<file path="src/rtl/bcd_kpn_pkg.sv">
// Shared types and constants for the BCD fixed-point add/sub KPN process.
package bcd_kpn_pkg;

    typedef enum logic [1:0] {
        S_IDLE  = 2'd0,
        S_FRAC  = 2'd1,
        S_INT   = 2'd2,
        S_WRITE = 2'd3
    } state_t;

    localparam logic [3:0] BCD_NINE = 4'd9;
    localparam logic [4:0] BCD_TEN  = 5'd10;

    localparam logic OP_ADD = 1'b0;
    localparam logic OP_SUB = 1'b1;

endpackage

</file>
<file path="src/rtl/bcd_fixed_addsub_kpn_if.sv">
// KPN channel bundle: two FWFT input FIFOs, one output FIFO, operation select.
interface bcd_fixed_addsub_kpn_if #(
    parameter int W = 16
);
    logic [W-1:0] in1_data;
    logic         in1_empty;
    logic         rd_1;
    logic [W-1:0] in2_data;
    logic         in2_empty;
    logic         rd_2;
    logic         op_sub;
    logic [W-1:0] out_data;
    logic         out_full;
    logic         wr;

    // The process side: consumes tokens, produces results.
    modport slave (
        input  in1_data, in1_empty, in2_data, in2_empty, op_sub, out_full,
        output rd_1, rd_2, out_data, wr
    );

    // The environment side: FIFOs and operation control.
    modport master (
        output in1_data, in1_empty, in2_data, in2_empty, op_sub, out_full,
        input  rd_1, rd_2, out_data, wr
    );
endinterface

</file>
<file path="src/rtl/bcd_digit_addsub.sv">
// One BCD digit add or subtract with carry/borrow; out-of-range digits clamp to 9.
module bcd_digit_addsub
    import bcd_kpn_pkg::*;
(
    input  logic [3:0] a,
    input  logic [3:0] b,
    input  logic       cin,
    input  logic       sub,
    output logic [3:0] d,
    output logic       cout,
    output logic       clamped
);
    logic [3:0] a_c;
    logic [3:0] b_c;
    logic [4:0] sum;
    logic [4:0] rhs;
    logic [4:0] tmp;

    // Clamp, then add with decimal carry or subtract with decimal borrow.
    always_comb begin
        a_c     = (a > BCD_NINE) ? BCD_NINE : a;
        b_c     = (b > BCD_NINE) ? BCD_NINE : b;
        clamped = (a > BCD_NINE) || (b > BCD_NINE);
        sum     = {1'b0, a_c} + {1'b0, b_c} + {4'b0, cin};
        rhs     = {1'b0, b_c} + {4'b0, cin};
        tmp     = sum;
        cout    = 1'b0;
        if (sub == OP_SUB) begin
            if ({1'b0, a_c} < rhs) begin
                tmp  = ({1'b0, a_c} + BCD_TEN) - rhs;
                cout = 1'b1;
            end else begin
                tmp  = {1'b0, a_c} - rhs;
            end
        end else if (sum >= BCD_TEN) begin
            tmp  = sum - BCD_TEN;
            cout = 1'b1;
        end
        d = tmp[3:0];
    end
endmodule

</file>
<file path="src/rtl/bcd_fixed_addsub_kpn.sv">
// Digit-serial BCD fixed-point add/sub KPN process with saturation and
// blocking FIFO handshakes on both inputs and the output.
module bcd_fixed_addsub_kpn
    import bcd_kpn_pkg::*;
#(
    parameter int INT_W       = 12,
    parameter int FRAC_DIGITS = 1
) (
    input  logic                   clk,
    input  logic                   rst_n,
    bcd_fixed_addsub_kpn_if.slave  bus,
    output logic                   ovf,
    output logic                   unf,
    output logic                   bad_digit,
    output logic                   busy
);
    localparam int W     = INT_W + 4 * FRAC_DIGITS;
    localparam int FW    = 4 * FRAC_DIGITS;
    localparam int IDX_W = (FRAC_DIGITS > 1) ? $clog2(FRAC_DIGITS) : 1;

    state_t             state_reg;
    logic [W-1:0]       a_reg;
    logic [W-1:0]       b_reg;
    logic               sub_reg;
    logic [IDX_W-1:0]   idx_reg;
    logic               carry_reg;
    logic [FW-1:0]      frac_reg;
    logic [W-1:0]       out_reg;

    logic               pop;
    logic               last_digit;
    logic [3:0]         dig_d;
    logic               dig_cout;
    logic               dig_clamped;
    logic [FW-1:0]      frac_nines;
    logic [INT_W-1:0]   a_int;
    logic [INT_W-1:0]   b_int;
    logic [INT_W:0]     int_add;
    logic [INT_W:0]     int_sub;
    logic [INT_W:0]     int_res;

    // Both channels pop together, and only when both hold a token.
    assign pop         = (state_reg == S_IDLE) && !bus.in1_empty && !bus.in2_empty;
    assign bus.rd_1    = pop;
    assign bus.rd_2    = pop;
    assign bus.wr      = (state_reg == S_WRITE) && !bus.out_full;
    assign bus.out_data = out_reg;
    assign busy        = (state_reg != S_IDLE);
    assign last_digit  = (idx_reg == IDX_W'(FRAC_DIGITS - 1));

    // Saturated fraction: every digit is nine.
    generate
        for (genvar gi = 0; gi < FRAC_DIGITS; gi++) begin : g_nines
            assign frac_nines[4*gi +: 4] = BCD_NINE;
        end
    endgenerate

    // Single digit slice, walked across the fraction one digit per cycle.
    bcd_digit_addsub u_digit (
        .a       (a_reg[4*int'(idx_reg) +: 4]),
        .b       (b_reg[4*int'(idx_reg) +: 4]),
        .cin     (carry_reg),
        .sub     (sub_reg),
        .d       (dig_d),
        .cout    (dig_cout),
        .clamped (dig_clamped)
    );

    // Integer part with the fraction carry folded in; the top bit is carry/borrow out.
    assign a_int   = a_reg[W-1:FW];
    assign b_int   = b_reg[W-1:FW];
    assign int_add = {1'b0, a_int} + {1'b0, b_int} + {{INT_W{1'b0}}, carry_reg};
    assign int_sub = {1'b0, a_int} - {1'b0, b_int} - {{INT_W{1'b0}}, carry_reg};
    assign int_res = (sub_reg == OP_SUB) ? int_sub : int_add;

    // Sequencer: pop, fraction digits, integer/saturation, blocking write.
    always_ff @(posedge clk or negedge rst_n) begin
        if (!rst_n) begin
            state_reg <= S_IDLE;
            a_reg     <= '0;
            b_reg     <= '0;
            sub_reg   <= OP_ADD;
            idx_reg   <= '0;
            carry_reg <= 1'b0;
            frac_reg  <= '0;
            out_reg   <= '0;
            ovf       <= 1'b0;
            unf       <= 1'b0;
            bad_digit <= 1'b0;
        end else begin
            case (state_reg)
                S_IDLE: begin
                    if (pop) begin
                        a_reg     <= bus.in1_data;
                        b_reg     <= bus.in2_data;
                        sub_reg   <= bus.op_sub;
                        idx_reg   <= '0;
                        carry_reg <= 1'b0;
                        state_reg <= S_FRAC;
                    end
                end
                S_FRAC: begin
                    frac_reg[4*int'(idx_reg) +: 4] <= dig_d;
                    carry_reg <= dig_cout;
                    if (dig_clamped) begin
                        bad_digit <= 1'b1;
                    end
                    if (last_digit) begin
                        state_reg <= S_INT;
                    end else begin
                        idx_reg <= idx_reg + 1'b1;
                    end
                end
                S_INT: begin
                    if (int_res[INT_W]) begin
                        if (sub_reg == OP_SUB) begin
                            out_reg <= '0;
                            unf     <= 1'b1;
                        end else begin
                            out_reg <= {{INT_W{1'b1}}, frac_nines};
                            ovf     <= 1'b1;
                        end
                    end else begin
                        out_reg <= {int_res[INT_W-1:0], frac_reg};
                    end
                    state_reg <= S_WRITE;
                end
                S_WRITE: begin
                    if (!bus.out_full) begin
                        state_reg <= S_IDLE;
                    end
                end
                default: state_reg <= S_IDLE;
            endcase
        end
    end
endmodule

</file>
<file path="src/flat_wrapper.sv">
// flat-port wrapper written by rule: the top's interface ports become plain ports
module bcd_fixed_addsub_kpn_flat import bcd_kpn_pkg::*;
#(
    parameter int INT_W       = 12,
    parameter int FRAC_DIGITS = 1
)
  (clk, rst_n, ovf, unf, bad_digit, busy, bus_in1_data, bus_in1_empty, bus_in2_data, bus_in2_empty, bus_op_sub, bus_out_full, bus_rd_1, bus_rd_2, bus_out_data, bus_wr);
  bcd_fixed_addsub_kpn_if bus_i ();
  input  logic clk;
  input  logic rst_n;
  output logic ovf;
  output logic unf;
  output logic bad_digit;
  output logic busy;
  input wire logic [$bits(bus_i.in1_data)-1:0] bus_in1_data;
  input wire logic [$bits(bus_i.in1_empty)-1:0] bus_in1_empty;
  input wire logic [$bits(bus_i.in2_data)-1:0] bus_in2_data;
  input wire logic [$bits(bus_i.in2_empty)-1:0] bus_in2_empty;
  input wire logic [$bits(bus_i.op_sub)-1:0] bus_op_sub;
  input wire logic [$bits(bus_i.out_full)-1:0] bus_out_full;
  output wire logic [$bits(bus_i.rd_1)-1:0] bus_rd_1;
  output wire logic [$bits(bus_i.rd_2)-1:0] bus_rd_2;
  output wire logic [$bits(bus_i.out_data)-1:0] bus_out_data;
  output wire logic [$bits(bus_i.wr)-1:0] bus_wr;
  assign bus_i.in1_data = bus_in1_data;
  assign bus_i.in1_empty = bus_in1_empty;
  assign bus_i.in2_data = bus_in2_data;
  assign bus_i.in2_empty = bus_in2_empty;
  assign bus_i.op_sub = bus_op_sub;
  assign bus_i.out_full = bus_out_full;
  assign bus_rd_1 = bus_i.rd_1;
  assign bus_rd_2 = bus_i.rd_2;
  assign bus_out_data = bus_i.out_data;
  assign bus_wr = bus_i.wr;
  bcd_fixed_addsub_kpn #(.INT_W(INT_W), .FRAC_DIGITS(FRAC_DIGITS)) u_core (.clk(clk), .rst_n(rst_n), .bus(bus_i), .ovf(ovf), .unf(unf), .bad_digit(bad_digit), .busy(busy));
endmodule
</file>
<file path="config.mk">
export PLATFORM = sky130hd
export DESIGN_NAME = bcd_fixed_addsub_kpn_flat
export DESIGN_NICKNAME = d
export VERILOG_FILES = /design/src/rtl/bcd_kpn_pkg.sv /design/src/rtl/bcd_fixed_addsub_kpn_if.sv /design/src/rtl/bcd_digit_addsub.sv /design/src/rtl/bcd_fixed_addsub_kpn.sv /design/src/flat_wrapper.sv
export SDC_FILE = /design/constraint.sdc
export NUM_CORES = 1
export LEC_CHECK = 0
export BUFFER_PORTS_ARGS = -buffer_cell sky130_fd_sc_hd__buf_2
export CAP_MARGIN = 30
export CORE_ASPECT_RATIO = 1.5
export CORE_UTILIZATION = 63
export DETAILED_ROUTE_END_ITERATION = 10
export GPL_ROUTABILITY_DRIVEN = 0
export MAX_ROUTING_LAYER = met4
export PLACE_DENSITY = 0.95
export SETUP_SLACK_MARGIN = 0.15
export SYNTH_ARGS = -nofsm -noshare
export SYNTH_HDL_FRONTEND = slang
export SYNTH_SLANG_ARGS = --single-unit
</file>
<file path="constraint.sdc">
create_clock -name clk -period 4.7 [get_ports clk]
set_input_delay 0.94 -clock clk [delete_from_list [all_inputs] [get_ports clk]]
set_output_delay 0.94 -clock clk [all_outputs]
set_load 0.01 [all_outputs]
</file>
* Yosys cells after proc, flatten, opt, wreduce, memory -nomap -nowiden *
Index checks and enable logic that the tools add are counted.

storage, ports and cells
  bits of input ports = 38
  flip-flop bits (word level) = 60
  output and inout port bits = 23

cells by class
  magnitude comparators = 4
  bitwise logic cells = 1
  multiplexer cells = 20
  equality and inequality tests = 6
  $add $sub $neg = 13
  shifts and indexed selects = 4
  reductions and logical operators = 16

operators with widths
  cell                                                                     number
  3-bit negator with 33-bit output                                         1
  4-bit by 33-bit variable shift with 4-bit output (first input constant)  1
  4-bit by 33-bit variable part select with 4-bit output                   1
  16-bit two-way mux                                                       2
  16-bit by 4-bit variable part select with 4-bit output                   2
  4-bit two-way mux                                                        5
  12-bit by 12-bit adder with 13-bit output                                1
  13-bit by 1-bit adder with 13-bit output                                 1
  13-bit two-way mux                                                       1
  12-bit by 12-bit subtractor with 13-bit output                           1
  13-bit by 1-bit subtractor with 13-bit output                            1
  3-bit AND reduction                                                      3
  4-bit greater-than comparator (second input constant)                    2
  2-bit one-hot mux with 4 select lines                                    1
  4-bit subtractor                                                         2
  2-bit two-way mux                                                        3
  2-bit != test (second input constant)                                    3
  2-bit AND reduction                                                      3
  4-bit by 1-bit adder with 5-bit output                                   1
  4-bit by 4-bit adder with 5-bit output                                   1
  5-bit by 1-bit adder with 5-bit output                                   1
  5-bit by 4-bit >= comparator with 1-bit output (second input constant)   1
  4-bit by 5-bit < comparator with 1-bit output                            1
  1-bit two-way mux                                                        5
  other kinds (13)                                                         20

* Depth between registers and ports, before layout *
Gate-level depths: netlist of run 1.

  depth after elaboration = 10
  depth in mapped cells = 13
  mapped depth without buffers = 13

* By module *
A second synthesis of run 1 with hierarchy kept.

second synthesis, totals
  cell total of the unflattened synthesis = 491
  area, all modules = 4619.4 um2

modules (own cells, without submodules)
  module                area an instance (um2)  times used  cells an instance  seq. area each (um2)
  bcd_fixed_addsub_kpn  3955.0                  1           403                1476.4
  bcd_digit_addsub      664.4                   1           88                 0.0

* Worst setup path before layout of run 1 *
No wires, ideal clock.

  kind = reg2reg
  start point = register u_core.a_reg[3]
  end point = register u_core.frac_reg[2]
  period minus slack after synthesis = 3104 ps
  slack = 1596 ps
  buffers on the path = 0
  cell stages (with the launch flop) = 13
  arrival time = 3014 ps
  cells stage by stage = dfrtp_1 -> o21ai_0 -> nor2b_1 -> fa_1 -> fa_1 -> xor2_1 -> ha_1 -> inv_1 -> a31oi_1 -> o31ai_1 -> mux2_2 -> or3_1 -> o221ai_1

on the way
  word-level cells in the longest chain between the ends = 10
  elaborated cells on any way between the ends = 16
  classes of those cells = add/sub (6); order compare (3); shift (2); mux (5)

RTL lines
  what                                                                                line                                            RTL
  start: declaration                                                                  bcd_fixed_addsub_kpn.sv:22                      logic [W-1:0] a_reg;
  start signal: assignment                                                            bcd_fixed_addsub_kpn.sv:94                      a_reg <= bus.in1_data;
  16-bit by 4-bit variable part select with 4-bit output *                            bcd_fixed_addsub_kpn.sv:60                      .a (a_reg[4*int'(idx_reg) +: 4]),
  4-bit greater-than comparator                                                       bcd_digit_addsub.sv:21                          a_c = (a > BCD_NINE) ? BCD_NINE : a;
  4-bit two-way mux *                                                                 bcd_digit_addsub.sv:21
  4-bit by 4-bit adder with 5-bit output                                              bcd_digit_addsub.sv:24                          sum = {1'b0, a_c} + {1'b0, b_c} + {4'b0, cin};
  5-bit by 1-bit adder with 5-bit output                                              bcd_digit_addsub.sv:24
  4-bit subtractor or 5-bit by 4-bit >= comparator with 1-bit output (tied branches)  bcd_digit_addsub.sv:36, bcd_digit_addsub.sv:35
  4-bit two-way mux                                                                   bcd_digit_addsub.sv:35                          end else if (sum >= BCD_TEN) begin
  4-bit two-way mux *                                                                 bcd_digit_addsub.sv:28                          if (sub == OP_SUB) begin
  4-bit by 33-bit variable part select with 4-bit output *                            bcd_fixed_addsub_kpn.sv:103                     frac_reg[4*int'(idx_reg) +: 4] <= dig_d;
  4-bit bitwise mux *                                                                 bcd_fixed_addsub_kpn.sv:103
  end signal: indexed assignment                                                      bcd_fixed_addsub_kpn.sv:103
  end: declaration                                                                    bcd_fixed_addsub_kpn.sv:27                      logic [FW-1:0] frac_reg;

Every way passes the cells marked *; elsewhere a longest branch is shown, timed or not.
A chain may end at the register's enable or synchronous reset.

* Worst setup path in the final report of run 1 *
Same ends and word-level chain as after synthesis.

==> results_dict.tcl, run 1 <==
set metrics [dict create \
    area_delta_synth_final_pct 12.13 \
    met1_usage_pct 32.46 \
    synthXorXnorAreaFrac_pct 4.898 \
    placementRows 36 \
    syn_avg_cell_area_sq_um 9.289 \
    synth_nets 558 \
    worstSetupPathDepth 12 \
    start_util_pct 65.71 \
    rr_worst_depth 12 \
    cts_sinks 59 \
    crit_buf_inv 1 \
    post_cts_resized 0 \
    cp_common_cell "fa_1" \
    die_h_microns 103.1 \
    cp_data_arrival_time_ns 3.80 \
    async_flop_share_pct 100.0 \
    rsz0062_at_grt "false" \
    io_buffers 60 \
    cpMaxStageDelayCell "o31ai_1" \
    ys_seq_elements 59 \
    clk_pin_slew_ns 0.07 \
    n_antenna_cell 0 \
    hold_ws_ns 0.4604 \
    grt_pass1_vias 3430 \
    synth.area.mux_share_pct 6.268 \
    busiest_layer "met2" \
    drive_gt1_share_pct 22.52 \
    grt_usage_pct 28.36 \
    setup_violations 0 \
    root_buffer "clkbuf_8" \
    end_kind "flop" \
    startpoint_type "flop" \
    synth_compound_area_share_pct 15.74 \
    reg2reg_to "u_core.frac_reg[2]$_DFFE_PN0P_" \
    status "finished clean" \
    h-tree-depth 3 \
    synthSimpleGateAreaFrac_pct 13.15 \
    cts_buffer_depth 2 \
    via_per_inst 5.853 \
    cts_tree "built" \
    worstSetupStartpoint "u_core.a_reg[3]$_DFFE_PN0P_" \
    crit_required_ns 4.95 \
    period_needed_ns 3.551 \
    die_w_microns 69.39 \
    yosysSeqAreaShare_pct 34.40 \
    maxSlewViolCount 0 \
    post-route-drc-count 0 \
    synth_fa_ha_area_share_pct 18.31 \
    cp_cell_sequence "o21ai_0 -> nor2b_1 -> fa_1 -> fa_1 -> xor2_1 -> ha_1 -> inv_1 -> a31oi_1 -> o31ai_1 -> mux2_2 -> or3_1 -> o221ai_1" \
    r2r_start "u_core.a_reg[3]$_DFFE_PN0P_" \
    grt_overflow_total 0 \
    met3_usage_pct 5.670 \
    synthFlopType "dfrtp_1" \
    io_pins 61 \
    use_met2_pct 45.33 \
    synth_edf_count 0 \
    crit_family "adder cells" \
    grt_pass1_wl_microns 15410 \
    die_area_sq_mm 0.007153 \
    ff2ff_setup_slack_ns 1.15 \
    final_common_cell "buf_2" \
    fillers 425 \
    skew_ns 0.006030 \
    endpoint "u_core.frac_reg[2]$_DFFE_PN0P_" \
    numCtsBuffers 9 \
    ant_nets 0 \
    path_class "reg -> reg" \
    max_stage_delay_ns 0.46 \
    finalSetupTns_ns 0 \
    path_max_fanout 6 \
    dpl.hpwl_microns 7025 \
    maxCapViolCount 0 \
    worst_slew_pin_slew_ns 0.8376 \
    post_cts.repair.setup_buffers 0 \
    final_cell_mix "buf_2, dfrtp_1, inv_1" \
    hold_viol 0 \
    fmax_mhz 281.6 \
    hp-class "reg -> reg" \
    synth.distinct_cells 57 \
    netlist_area_sq_mm 0.004292 \
    hold_buffers 0 \
    drt_iter0_drc 222 \
    dr_total_vias 3512 \
    routedWlPerCell_microns 15.15 \
    grt_antenna_before_repair 0 \
    totalWireLength_microns 9089 \
    insertion_delay_ns 0.34 \
    synth_top_family_by_area "adder cells" \
    grt_max_degree 60 \
    yosys_warnings 0 \
    finalNetCount 615 \
    max-slew-margin-rel_pct 44.16 \
    syn_inst 462 \
    dr.pass1.iters 5 \
    finalCritPeriodShare_pct 75.55 \
    core_area_sq_mm 0.006531 \
]
[area by class of cell]
type | instances | area (sq um) | share of cell area, %
Clock buffer | 11 | 141.4 | 2.938
Clock inverter | 5 | 52.55 | 1.092
Inverter | 57 | 214.0 | 4.446
Multi-Input combinational cell | 329 | 2510 | 52.16
Sequential cell | 59 | 1476 | 30.68
Tap cell | 76 | 95.09 | 1.976
Timing Repair Buffer | 63 | 322.8 | 6.708
[kinds of logic after synthesis]
family          Yosys count
simple gates            117
compound gates          106
buf+inv                  74
flops                    59
fa+ha+maj                58
xor+xnor                 24
mux                      24
[cells in the mapped netlist (all sizes together) (4+ instances only)]
cell	count	share of area [%]
mux2	23	6.0
dfrtp	59	34
nor2	30	2.6
xor2	5	1.0
o211ai	4	0.70
nand3	9	1.2
clkbuf	12	1.5
fa	8	3.7
o21ai	32	3.7
inv	57	5.0
a21oi	28	3.4
nor2b	9	1.3
nor3	8	1.0
a21boi	4	0.70
ha	50	15
buf	5	0.73
or3	5	0.73
nand2b	8	1.2
o22ai	5	0.73
nand2	39	3.5
a31oi	7	1.0
xnor2	19	3.9
[stage by stage]
stage	utilization [%]	setup WS (ns)	instance area (sq um)	instances
floorplan	-	1.596	4292	462
global placement	70.71	1.452	4618	584
detailed placement	70.71	1.223	4618	584
CTS	73.68	1.220	4812	600
global route	73.68	0.9515	4812	600
finish	73.68	1.149	4812	600
[worst register-to-register path, stage by stage, from the launching register on]
cell,delay [ns]
dfrtp_1,0.42
o21ai_0,0.15
nor2b_1,0.19
fa_1,0.43
fa_1,0.41
xor2_1,0.20
ha_1,0.22
inv_1,0.08
a31oi_1,0.05
o31ai_1,0.46
mux2_2,0.40
or3_1,0.34
o221ai_1,0.09
[per-layer routing]
layer,vias to the layer above,part of all wire [%]
met5,-,0
met4,0,4.4
met3,47,4.8
li1,1683,-
met1,1643,41
met2,139,50
[worst min path at each step]
stage | from | end | slack, ns | cells past startpoint
finish | u_core.bad_digit$_DFFE_PN0P_ | u_core.bad_digit$_DFFE_PN0P_ | 0.46 | 1
global route | u_core.unf$_DFFE_PN0P_ | u_core.unf$_DFFE_PN0P_ | 0.48 | 1
CTS | u_core.bad_digit$_DFFE_PN0P_ | u_core.bad_digit$_DFFE_PN0P_ | 0.46 | 1
detailed placement | u_core.bad_digit$_DFFE_PN0P_ | u_core.bad_digit$_DFFE_PN0P_ | 0.45 | 1
global placement | u_core.ovf$_DFFE_PN0P_ | u_core.ovf$_DFFE_PN0P_ | 0.45 | 1
floorplan | u_core.frac_reg[1]$_DFFE_PN0P_ | u_core.frac_reg[1]$_DFFE_PN0P_ | 0.46 | 2
Power of run 1 is not shown: default switching activity piles up to over one toggle a cycle in this logic, so the estimate is an artifact.
==> inputs of run 2 (changes only) <==
--- a/config.mk
+++ b/config.mk
@@ -8,11 +8,11 @@
 export BUFFER_PORTS_ARGS = -buffer_cell sky130_fd_sc_hd__buf_2
 export CAP_MARGIN = 30
 export CORE_ASPECT_RATIO = 1.5
-export CORE_UTILIZATION = 63
+export CORE_UTILIZATION = 53
 export DETAILED_ROUTE_END_ITERATION = 10
 export GPL_ROUTABILITY_DRIVEN = 0
 export MAX_ROUTING_LAYER = met4
-export PLACE_DENSITY = 0.95
+export PLACE_DENSITY = 0.87
 export SETUP_SLACK_MARGIN = 0.15
 export SYNTH_ARGS = -nofsm -noshare
 export SYNTH_HDL_FRONTEND = slang
==> constraint.sdc (replaced) <==
create_clock -name clk -period 3 [get_ports clk]
set_input_delay 0.6 -clock clk [delete_from_list [all_inputs] [get_ports clk]]
set_output_delay 0.6 -clock clk [all_outputs]
set_load 0.01 [all_outputs]
==> results_dict.tcl, run 2 (synthesis results as in run 1) <==
set metrics [dict create \
    status "finished clean" \
    cts_sinks 59 \
    clk_pin_slew_ns 0.05 \
    post-route-drc-count 0 \
    skew_ns 0.005321 \
    finalCritPeriodShare_pct 99.77 \
    grt_pass1_vias 3524 \
    end_kind "flop" \
    worst_slew_pin_slew_ns 0.9573 \
    totalWireLength_microns 11540 \
    startpoint_type "flop" \
    grt_pass1_wl_microns 15880 \
    die_w_microns 75.47 \
    grt_overflow_total 0 \
    utilization_pct 70.16 \
    cts_tree "built" \
    crit_family "adder cells" \
    n_antenna_cell 0 \
    maxSlewViolCount 0 \
    max_stage_delay_ns 0.43 \
    io_pins 61 \
    final_common_cell "buf_2" \
    grt_antenna_before_repair 0 \
    max-slew-margin-rel_pct 36.18 \
    pre_cts_ws_ns -0.01966 \
    h-tree-depth 3 \
    period_needed_ns 2.993 \
    cpMaxStageDelayCell "fa_2" \
    die_area_sq_mm 0.008468 \
    die_h_microns 112.2 \
    crit_required_ns 3.25 \
    final_cells 645 \
    grt_max_degree 60 \
    insertion_delay_ns 0.34 \
    ant_nets 0 \
    cp_cell_sequence "o21ai_2 -> nand2b_1 -> inv_2 -> fa_2 -> fa_2 -> xor2_4 -> ha_2 -> inv_2 -> a31oi_4 -> o31ai_4 -> mux2_4 -> or3_1 -> o221ai_2" \
    placementRows 39 \
    numCtsBuffers 9 \
    fmax_mhz 334.1 \
    setup_violations 0 \
    hold_ws_ns 0.4066 \
    dr_total_vias 3788 \
    rsz0062_at_grt "true" \
    area_delta_synth_final_pct 26.04 \
    via_per_inst 5.873 \
    core_area_sq_mm 0.007710 \
    grt_usage_pct 25.47 \
    path_max_fanout 3 \
    drive_gt1_share_pct 31.68 \
    dr.pass1.iters 5 \
    fillers 545 \
    hold_viol 0 \
    place_inst 615 \
    root_buffer "clkbuf_16" \
    drt_iter0_drc 373 \
    maxCapViolCount 0 \
    cp_data_arrival_time_ns 3.25 \
    path_class "reg -> reg" \
    io_buffers 60 \
    cts_buffer_depth 2 \
    routedWlPerCell_microns 17.89 \
    hp-class "in -> async" \
    fin_ws_ns 0.006996 \
    dpl.hpwl_microns 7261 \
    start_util_pct 55.66 \
    finalNetCount 635 \
    final_cell_mix "buf_2, dfrtp_1, inv_1" \
    crit_buf_inv 2 \
]
[run 2: changes by cell type in the layout (fill, tap and decap cells not counted), moves of 3 or more]
cell | before | now
ha_1 | 50 | 38
clkbuf_16 | 0 | 9
nor2_1 | 30 | 27
ha_4 | 0 | 10
buf_4 | 3 | 21
o21ai_2 | 0 | 3
o21ai_0 | 31 | 26
clkbuf_8 | 10 | 2
[run 2: path summary, 6_finish.rpt]
path / to / slack [ns] / cells after the start / start
worst max-delay path: u_core.frac_reg[2]$_DFFE_PN0P_ / 0.007 / 13 / u_core.b_reg[3]$_DFFE_PN0P_
worst min-delay path: u_core.b_reg[13]$_DFFE_PN0P_ / 0.41 / 2 / rst_n
worst max register to register: u_core.frac_reg[2]$_DFFE_PN0P_ / 0.007 / 13 / u_core.b_reg[3]$_DFFE_PN0P_
worst min register to register: u_core.bad_digit$_DFFE_PN0P_ / 0.47 / 1 / u_core.bad_digit$_DFFE_PN0P_
max in group asynchronous: u_core.bus.out_data[9]$_DFFE_PN0P_ / 2.12 / 2 / rst_n
min in group clk: u_core.a_reg[8]$_DFFE_PN0P_ / 0.47 / 3 / bus_in1_data[8]
[run 2: cell type report]
type                       instances  area, sq um  area share (%)
multi-input combinational        329         2806           51.89
sequential                        59         1476           27.30
clock inverter                     2        35.03          0.6477
tap                              102        127.6           2.359
inverter                          57        214.0           3.956
timing repair buffer              83        489.2           9.045
clock buffer                      13        260.3           4.811
[run 2: what timing repair did]
| item | CTS | global route |
|---|---|---|
| pin swaps | 4 | 11 |
| setup endpoints to repair | 8 | 20 |
| setup buffers | 7 | 8 |
| resized for setup | 7 | 41 |
| hold buffers | 0 | 0 |
| endpoints found under the hold margin | 0 | 0 |
[run 2: worst register-to-register path: stages, from the launching register on]
cell      delay, ns
dfrtp_1        0.37
o21ai_2        0.08
nand2b_1       0.12
inv_2          0.06
fa_2           0.36
fa_2           0.43
xor2_4         0.18
ha_2           0.20
inv_2          0.08
a31oi_4        0.04
o31ai_4        0.27
mux2_4         0.32
or3_1          0.33
o221ai_2       0.07
[run 2: metrics by stage]
step | area (sq um) | TNS (ns)
finish | 5409 | 0
CTS | 5097 | 0
floorplan | 4314 | 0
detailed placement | 4723 | -0.01966
global route | 5409 | -0.2004
global placement | 4723 | 0
[run 2: per-layer routing]
layer	routed length, microns	vias up	part of all wire, %	global-route usage, %
li1	-	1730	-	-
met1	4551	1830	39	29.28
met2	5767	178	50	40.36
met3	721	50	6.3	6.912
met4	497	0	4.3	12.10
met5	0	-	0	-
Power of run 2 is left out for the same reason.
